**src/rtl/seven_seg_pkg.sv**
```systemverilog
// seven_seg_pkg: segment codes {a,b,c,d,e,f,g} and scan FSM state encoding
package seven_seg_pkg;
  localparam logic [6:0] SEG_0   = 7'b1111110;
  localparam logic [6:0] SEG_1   = 7'b0110000;
  localparam logic [6:0] SEG_2   = 7'b1101101;
  localparam logic [6:0] SEG_3   = 7'b1111001;
  localparam logic [6:0] SEG_4   = 7'b0110011;
  localparam logic [6:0] SEG_5   = 7'b1011011;
  localparam logic [6:0] SEG_6   = 7'b1011111;
  localparam logic [6:0] SEG_7   = 7'b1110000;
  localparam logic [6:0] SEG_8   = 7'b1111111;
  localparam logic [6:0] SEG_9   = 7'b1111011;
  localparam logic [6:0] SEG_A   = 7'b1110111;
  localparam logic [6:0] SEG_B   = 7'b0011111;
  localparam logic [6:0] SEG_C   = 7'b1001110;
  localparam logic [6:0] SEG_D   = 7'b0111101;
  localparam logic [6:0] SEG_E   = 7'b1001111;
  localparam logic [6:0] SEG_F   = 7'b1000111;
  localparam logic [6:0] SEG_OFF = 7'b0000000;
  localparam logic [6:0] SEG_LUT [16] = '{
    SEG_0, SEG_1, SEG_2, SEG_3, SEG_4, SEG_5, SEG_6, SEG_7,
    SEG_8, SEG_9, SEG_A, SEG_B, SEG_C, SEG_D, SEG_E, SEG_F
  };
  typedef enum logic [1:0] {ST_OFF, ST_COMMIT, ST_SHOW, ST_BLANK} state_e;
endpackage

```
**src/rtl/seven_seg_hex_decode.sv**
```systemverilog
// seven_seg_hex_decode: combinational hex nibble to active-high segment pattern
module seven_seg_hex_decode
  import seven_seg_pkg::*;
(
  input  logic [3:0] nib_i,
  output logic [6:0] seg_o
);
  assign seg_o = SEG_LUT[nib_i];
endmodule

```
**src/rtl/seven_seg_scan_ctrl.sv**
```systemverilog
// seven_seg_scan_ctrl: multiplexed seven-segment scanner with frame-atomic display commits.
// Optional LEAD_ZERO_BLANK_EN blanks leading zero digits (digit 0 always shown).
module seven_seg_scan_ctrl
  import seven_seg_pkg::*;
#(
  parameter  int NUM_DIGITS   = 4,
  parameter  int DWELL_CYCLES = 8,
  parameter  int BLANK_CYCLES = 2,
  localparam int AW           = $clog2(NUM_DIGITS)
) (
  input  logic                  clk,
  input  logic                  rst_n,
  input  logic                  enable,
  input  logic                  wr_valid,
  output logic                  wr_ready,
  input  logic [AW-1:0]         wr_addr,
  input  logic [3:0]            wr_data,
  input  logic                  wr_dot,
  output logic [6:0]            seg,
  output logic                  dot,
  output logic [NUM_DIGITS-1:0] dig_sel,
  output logic                  frame_done
);
  localparam int CW = $clog2(DWELL_CYCLES > BLANK_CYCLES ? DWELL_CYCLES : BLANK_CYCLES) + 1;
  state_e                state_q;
  logic [AW-1:0]         idx_q;
  logic [CW-1:0]         cnt_q;
  // Shadow spans the full address space so out-of-range writes land in entries nobody displays
  logic [4:0]            shadow_q [2**AW];
  logic [4:0]            display_q [NUM_DIGITS];
  logic [6:0]            seg_q, dec_seg;
  logic                  dot_q, fd_q;
  logic [NUM_DIGITS-1:0] dig_q;
  logic [4:0]            cur;
  logic                  show, dwell_end, blank_end, last_idx, lead_blank;
  assign cur        = display_q[idx_q];
  assign show       = enable && state_q == ST_SHOW;
  assign dwell_end  = cnt_q == CW'(DWELL_CYCLES - 1);
  assign blank_end  = cnt_q == CW'(BLANK_CYCLES - 1);
  assign last_idx   = idx_q == AW'(NUM_DIGITS - 1);
  assign wr_ready   = state_q != ST_COMMIT;
  assign seg        = seg_q;
  assign dot        = dot_q;
  assign dig_sel    = dig_q;
  assign frame_done = fd_q;
  seven_seg_hex_decode u_dec (.nib_i(cur[3:0]), .seg_o(dec_seg));
`ifdef LEAD_ZERO_BLANK_EN
  logic [NUM_DIGITS-1:0] hi_zero;
  always_comb begin
    logic z;
    z = 1'b1;
    hi_zero = '0;
    for (int i = NUM_DIGITS - 1; i >= 0; i--) begin
      z = z & (display_q[i][3:0] == 4'h0);
      hi_zero[i] = z;
    end
  end
  assign lead_blank = idx_q != '0 && hi_zero[idx_q];
`else
  assign lead_blank = 1'b0;
`endif
  always_ff @(posedge clk) begin
    if (!rst_n) begin
      state_q <= ST_OFF;
      idx_q   <= '0;
      cnt_q   <= '0;
      seg_q   <= SEG_OFF;
      dot_q   <= 1'b0;
      dig_q   <= '0;
      fd_q    <= 1'b0;
      for (int i = 0; i < 2**AW; i++) shadow_q[i] <= '0;
      for (int i = 0; i < NUM_DIGITS; i++) display_q[i] <= '0;
    end else begin
      if (wr_valid && wr_ready) shadow_q[wr_addr] <= {wr_dot, wr_data};
      seg_q <= show && !lead_blank ? dec_seg : SEG_OFF;
      dot_q <= show && cur[4];
      dig_q <= show ? NUM_DIGITS'(1) << idx_q : '0;
      fd_q  <= enable && state_q == ST_BLANK && blank_end && last_idx;
      if (!enable) begin
        state_q <= ST_OFF;
        idx_q   <= '0;
        cnt_q   <= '0;
      end else begin
        case (state_q)
          ST_OFF: state_q <= ST_COMMIT;
          ST_COMMIT: begin
            for (int i = 0; i < NUM_DIGITS; i++) display_q[i] <= shadow_q[i];
            idx_q   <= '0;
            cnt_q   <= '0;
            state_q <= ST_SHOW;
          end
          ST_SHOW: begin
            cnt_q <= dwell_end ? '0 : cnt_q + 1'b1;
            if (dwell_end) state_q <= ST_BLANK;
          end
          ST_BLANK: begin
            cnt_q <= blank_end ? '0 : cnt_q + 1'b1;
            if (blank_end) begin
              state_q <= last_idx ? ST_COMMIT : ST_SHOW;
              idx_q   <= last_idx ? '0 : idx_q + 1'b1;
            end
          end
          default: state_q <= ST_OFF;
        endcase
      end
    end
  end
endmodule

```
**config.mk**
```make
export PLATFORM = sky130hd
export DESIGN_NAME = seven_seg_scan_ctrl
export DESIGN_NICKNAME = d
export VERILOG_FILES = /design/src/rtl/seven_seg_pkg.sv /design/src/rtl/seven_seg_hex_decode.sv /design/src/rtl/seven_seg_scan_ctrl.sv
export SDC_FILE = /design/constraint.sdc
export NUM_CORES = 1
export LEC_CHECK = 0
export CAP_MARGIN = 5
export CORE_MARGIN = 10
export CORE_UTILIZATION = 32
export CTS_CLUSTER_DIAMETER = 200
export DETAILED_ROUTE_END_ITERATION = 7
export PLACE_DENSITY_LB_ADDON = 0.25
export SYNTH_ARGS = -nofsm -noshare
export SYNTH_HDL_FRONTEND = slang
export SYNTH_HIERARCHICAL = 1
export SYNTH_SLANG_ARGS = --single-unit
```
**constraint.sdc**
```tcl
create_clock -name clk -period 2.2 [get_ports clk]
set_input_delay 0.44 -clock clk [delete_from_list [all_inputs] [get_ports clk]]
set_output_delay 0.44 -clock clk [all_outputs]
set_load 0.005 [all_outputs]
```
==> results by group, run 1 <==
Detailed routing
  • Via Count: 1676
  • Routed length per instance: 12.9 microns
  • Iter 0 DRT Violations: 98
  • Via/cell ratio: 4.55
  • Initial DRT Pass Iterations: 4
  • Detailed-route DRC error count: 0
  • Final ANT Viol Nets: 0
  • Final WL: 4750 microns

Critical path
  • Worst Path Class, Setup: flop to flop
  • CP startpoint kind: flop
  • WP buf/inv: 2
  • Req. time, crit path: 2420 ps
  • Worst path cell trace: mux4_2, inv_1, ha_1, inv_1, mux4_2, and2_1
  • Crit-path max FO: 5
  • Crit. End Element: flop
  • Max stage delay on crit path: 520 ps
  • Slowest cell on crit path: mux4_2
  • CP arrival: 2240 ps
  • Crit-path leading delay family: multiplexers

CTS
  • Clk pin slew, worst setup/hold paths: 70 ps
  • Max clock buf depth: 2
  • Root buf cell: clkbuf_8
  • Post-CTS setup buffer count: 0
  • Clock sinks: 63
  • CTS Buf Count: 9
  • CTS H-tree lvls: 3
  • CTS tree: yes
  • Worst-Skew Late Latency: 320 ps

Timing
  • Final worst-path cycle share: 91.5%
  • Clk_skew: 6.40 ps
  • Fmax: 497 MHz
  • Tightest Pin Transition: 367 ps
  • Final worst path period need: 2010 ps
  • Final setup vio count: 0
  • Hold Slack: 515 ps
  • Slew Viols, Final: 0
  • Slew HR: 75.5%
  • Final hold viol count: 0
  • Unrepaired setup endpoints after global routing: no
  • Fin Setup TNS: 0 ps

Power and ir drop
  • Pwr dens: 699 nW/um^2
  • Max VDD drop: 268 uV
  • P_leak: 1.38 nW

GRT
  • Vias in the first global route: 1697
  • Global-route wire length before repair: 8070 microns
  • Overflow after GRT: 0
  • Initial antenna violation count: 0
  • Largest net degree at the start of global routing: 25
  • All-Layer GR Usage: 7.72%

Logic synthesis
  • Post-Syn Nets: 239
  • Largest cells by area after synthesis: edfxtp_1 42%, dfxtp_1 16%, and2_1 6.3%
  • Yosys cell types: 49
  • Number of synthesized flops with an enable pin: 40
  • Yosys top cell by area: edfxtp_1
  • Synthesized flop and latch total: 63
  • Predominant post-synthesis flop cell: edfxtp_1
  • Sequential cell area fraction in the yosys report: 57.9%
  • Post-Syn Area: 2870 sq um
  • Synth Warn #: 6
  • FFs w/ async S/R, synth: 0%
  • Syn Area/Cell: 13.2 sq um
  • Top cell type's share of synthesized area: 41.8%
  • Cells after Synth: 218

Placed design
  • Post-DP HPWL: 3580 microns
  • Port buffer count: 24
  • GPL Wtd Cong: 0.754
  • Dpl cells: 352

Layout
  • Final Non-Filler Cells: 368
  • Fillers: 819
  • Proportion of layout cells with a drive suffix above 1: 17.7%
  • Area grow syn2layout: 20.0%
  • Layout net count: 276
  • Most common cell after layout, fill and taps aside: edfxtp_1
  • N_diodes: 0
  • Most frequent cells in the layout: 40 x edfxtp_1, 29 x and2_1, 24 x clkdlybuf4s50_1
  • Fin util: 39.5%

Outcome
  • Status: finished clean

Die
  • Die width: 115 microns
  • Rows: 34
  • Die height: 115 microns
  • Initial Utilization: 32.9%
  • DIE AREA: 13200 sq um
  • I/O pin count: 25
  • Core Region: 8720 sq um

Worst hold path
  • HP Class: flop to flop

Flow run
  • Max-cap violation count: 0
[state kept, by name (all words and copies together), names as in the netlist, named ones only]
name        count
cnt_q           4
shadow_q       20
dig_sel         4
frame_done      1
seg             7
display_q      20
dot             1
state_q         2
idx_q           2
[kinds of logic after synthesis]
logic type / count (synthesis) / share of synthesized area [%]
flops: 63 / 57.9
fa+ha+maj: 10 / 4.36
compound gates: 19 / 4.75
simple gates: 93 / 21.5
buf+inv: 20 / 4.23
xor+xnor: 1 / 0.305
mux: 12 / 6.97
[final timing paths]
check          endpoint  cells past startpoint  startpoint  slack (ps)
max              seg[3]                      6        flop         190
min reg2reg  dig_sel[1]                      1    idx_q[1]         510
min          dig_sel[1]                      1    idx_q[1]         510
max reg2reg      seg[3]                      6        flop         190
[cells in the mapped netlist (3+ instances only)]
cell type / instances
inv_1: 7
and2_1: 29
buf_6: 5
dfxtp_1: 23
mux4_2: 6
and3_1: 23
ha_1: 10
nand2_1: 8
a21oi_1: 4
buf_2: 3
nor3_1: 4
o21ai_0: 3
nor2_1: 5
edfxtp_1: 40
nand2b_1: 5
[worst register-to-register path, delay by kind of cell, from the launching register on]
kind / cells / cell delay (ps)
mux: 2 / 950
buf+inv: 2 / 200
fa+ha+maj: 1 / 240
simple gates: 1 / 140
flops: 1 / 380
[where the power goes]
| part | switching, mW | internal (mW) |
|---|---|---|
| Clock | 0.413 | 0.514 |
| Combinational | 0.0891 | 0.0807 |
| Sequential | 0.0117 | 1.30 |
| Total | 0.514 | 1.89 |
[timing repair]
item | 4_1_cts | 5_1_grt
gates resized for setup | 0 | 1
hold buffers | 0 | 0
setup endpoints to repair | 0 | 1
hold endpoints to repair | 0 | 0
[per-stage QoR]
| step | setup WS, ps | cell area (sq um) | total power [mW] |
|---|---|---|---|
| floorplan | 112 | 2870 | 1.45 |
| global placement | 118 | 3260 | 1.51 |
| detailed placement | 99.1 | 3260 | 1.51 |
| CTS | 98.6 | 3440 | 2.44 |
| global route | 72.3 | 3440 | 2.51 |
| finish | 187 | 3440 | 2.41 |
[layer usage]
metal / GRT usage (%) / up-vias / wire length (microns)
met4: 5.45 / 0 / 113
met1: 8.98 / 765 / 2160
met5: 0 / - / 0
li1: - / 867 / -
met2: 11.7 / 35 / 2150
met3: 2.66 / 9 / 326
[final cells by class]
type                            instances  area (sq um)  area share, %
Tap cell                              108           135           3.92
Clock buffer                           11           131           3.81
Timing Repair Buffer                   38           345           10.0
Sequential cell                        63          1660           48.3
Clock inverter                          5          48.8           1.42
Multi-Input combinational cell        135          1090           31.6
Inverter                                8          32.5          0.944
(Power assumes the default switching activity.)
==> run 2, diff against run 1 <==
--- a/config.mk
+++ b/config.mk
@@ -10,6 +10,7 @@
 export CORE_UTILIZATION = 32
 export CTS_CLUSTER_DIAMETER = 200
 export DETAILED_ROUTE_END_ITERATION = 7
+export GPL_TIMING_DRIVEN = 0
 export PLACE_DENSITY_LB_ADDON = 0.25
 export SYNTH_ARGS = -nofsm -noshare
 export SYNTH_HDL_FRONTEND = slang
==> results by group, run 2 (synthesis gave the netlist of run 1 again) <==
GRT
  • Global-route wire length before repair: 8420 microns (+4.4%)
  • Largest net degree at the start of global routing: 21 (-16%)
  • All-Layer GR Usage: 8.13% (+0.41 points)
  • Initial antenna violation count: 0 (unchanged)
  • Vias in the first global route: 1731 (+2.0%)
  • Overflow after GRT: 0 (unchanged)

Timing
  • Unrepaired setup endpoints after global routing: no
  • Clk_skew: 8.38 ps (+1.99 ps)
  • Final setup vio count: 0 (unchanged)
  • Tightest Pin Transition: 751 ps (+384 ps)
  • Final hold viol count: 0 (unchanged)
  • Fmax: 475 MHz (-4.3%)
  • Final worst path period need: 2100 ps (+90.9 ps)
  • PnR worst setup slack: 96.1 ps (-90.9 ps)
  • Slew HR: 49.8% (-26 points)
  • Slew Viols, Final: 0 (unchanged)
  • Final worst-path cycle share: 95.6% (+4.1 points)

Flow run
  • Max-cap violation count: 0 (unchanged)

Critical path
  • Worst path cell trace: buf_4, mux4_2, inv_2, ha_1, mux4_2, and2_1
  • Crit-path max FO: 5 (unchanged)
  • Slowest cell on crit path: mux4_2
  • CP arrival: 2330 ps (+90 ps)
  • CP startpoint kind: flop
  • CP dominant cell by count: mux4_2
  • Worst Path Class, Setup: flop to flop
  • Req. time, crit path: 2430 ps (about the same)
  • Crit. End Element: flop
  • Max stage delay on crit path: 560 ps (+40 ps)

Detailed routing
  • Via Count: 1701 (+1.5%)
  • Top Layer Used: met4
  • Wire length on met1: 2210 microns (+2.2%)
  • Initial DRT Pass Iterations: 4 (unchanged)
  • Final WL: 4960 microns (+4.4%)
  • Met2 WL post-DR: 2320 microns (+8.0%)
  • Final ANT Viol Nets: 0 (unchanged)
  • Met3 routed wirelength: 330 microns (+1.2%)
  • Iter 0 DRT Violations: 84 (-14%)
  • Detailed-route DRC error count: 0 (unchanged)
  • Via/cell ratio: 4.62 (+1.5%)
  • Routed length per instance: 13.5 microns (+4.4%)

Die
  • Die height: 115 microns (unchanged)
  • DIE AREA: 13200 sq um (unchanged)
  • I/O pin count: 25 (unchanged)
  • Core Region: 8720 sq um (unchanged)
  • Initial Utilization: 32.9% (unchanged)
  • Rows: 34 (unchanged)
  • Die width: 115 microns (unchanged)

Placed design
  • Dpl ws: -82.1 ps (-181 ps)
  • GPL Wtd Cong: 0.744 (-1.3%)
  • Post-DP HPWL: 3700 microns (+3.4%)
  • Dpl cells: 349 (-0.85%)
  • Port buffer count: 23 (-4.2%)

Layout
  • Area grow syn2layout: 20.3%
  • Layout net count: 276 (unchanged)
  • Most frequent cells in the layout: 40 x edfxtp_1, 29 x and2_1, 23 x and3_1, 23 x dfxtp_1, 23 x clkdlybuf4s50_1
  • Most common cell after layout, fill and taps aside: edfxtp_1
  • N_diodes: 0 (unchanged)
  • Proportion of layout cells with a drive suffix above 1: 18.1% (+0.38 points)
  • Final Non-Filler Cells: 368 (unchanged)

Outcome
  • Status: finished clean

CTS
  • Clk pin slew, worst setup/hold paths: 70 ps (about the same)
  • Max clock buf depth: 2 (unchanged)
  • CTS Buf Count: 9 (unchanged)
  • CTS H-tree lvls: 3 (unchanged)
  • Clock sinks: 63 (unchanged)
  • Worst-Skew Late Latency: 330 ps (about the same)
  • Root buf cell: clkbuf_8
  • CTS tree: yes

Power and ir drop
  • Sequential share of power: 53.5% (-1.0 points)
  • Clock share of power: 39.5% (+1.0 points)
  • Int Power: 1.92 mW (+1.5%)
  • Pwr dens: 710 nW/um^2 (+1.6%)
  • P_leak: 1.38 nW (-0.20%)
  • Switching power: 0.529 mW (+2.9%)
  • Comb power frac: 7.1% (about the same)
  • Switching portion of total power: 21.6% (+0.22 points)
  • Max VDD drop: 243 uV (-9.6%)

Worst hold path
  • HP Class: flop to flop
[run 2: path summary, 6_finish.rpt]
path | endpoint | startpoint | cells after the start | slack, ps
worst min-delay path | dig_sel[1] | idx_q[1] | 1 | 510
worst max-delay path | seg[3] | flop | 6 | 100
worst max register to register | seg[3] | flop | 6 | 100
worst min register to register | dig_sel[1] | idx_q[1] | 1 | 510
[run 2: area by class of cell]
cell class	instances	area (sq um)
Tap cell	108	135
Timing Repair Buffer	26	253
Fill cell	840	5270
Clock buffer	11	141
Buffer	12	91.3
Sequential cell	63	1660
Inverter	8	32.5
Clock inverter	5	47.5
Multi-Input combinational cell	135	1090
[run 2: power by group through the flow]
stage | clock [mW] | sequential [mW] | combinational [mW]
finish | 0.968 | 1.31 | 0.174
global route | 1.06 | 1.31 | 0.193
CTS | 0.993 | 1.31 | 0.172
detailed placement | 0 | 1.34 | 0.171
global placement | 0 | 1.34 | 0.168
floorplan | 0 | 1.33 | 0.115
[run 2: timing repair]
action / in CTS / in global routing
hold buffers: 0 / 0
setup buffers: 0 / 3
endpoints found under the setup margin: 1 / 1
resized for setup: 3 / 1
[run 2: per-stage QoR]
| step | TNS [ps] | utilization (%) | instance area, sq um | power [mW] | hold WS [ps] |
|---|---|---|---|---|---|
| after detailed placement | -82.1 | 37.1 | 3240 | 1.51 | 496 |
| after CTS | 0 | 39.3 | 3430 | 2.48 | 513 |
| final | 0 | 39.6 | 3450 | 2.45 | 511 |
| after floorplan | 0 | - | 2870 | 1.45 | 454 |
| after global placement | -41.3 | 37.1 | 3240 | 1.50 | 500 |
| after global routing | 0 | 39.6 | 3450 | 2.56 | 565 |
[run 2: layer usage]
layer	GRT usage [%]	vias up
met5	0	-
met4	3.47	0
met3	4.06	8
met2	12.7	32
met1	9.25	803
li1	-	858
[run 2: worst max-delay path: cells and delay by family (launching register included)]
family | cells | cell delay, ps
mux | 2 | 1020
buf+inv | 2 | 280
simple gates | 1 | 140
fa+ha+maj | 1 | 260
flops | 1 | 310
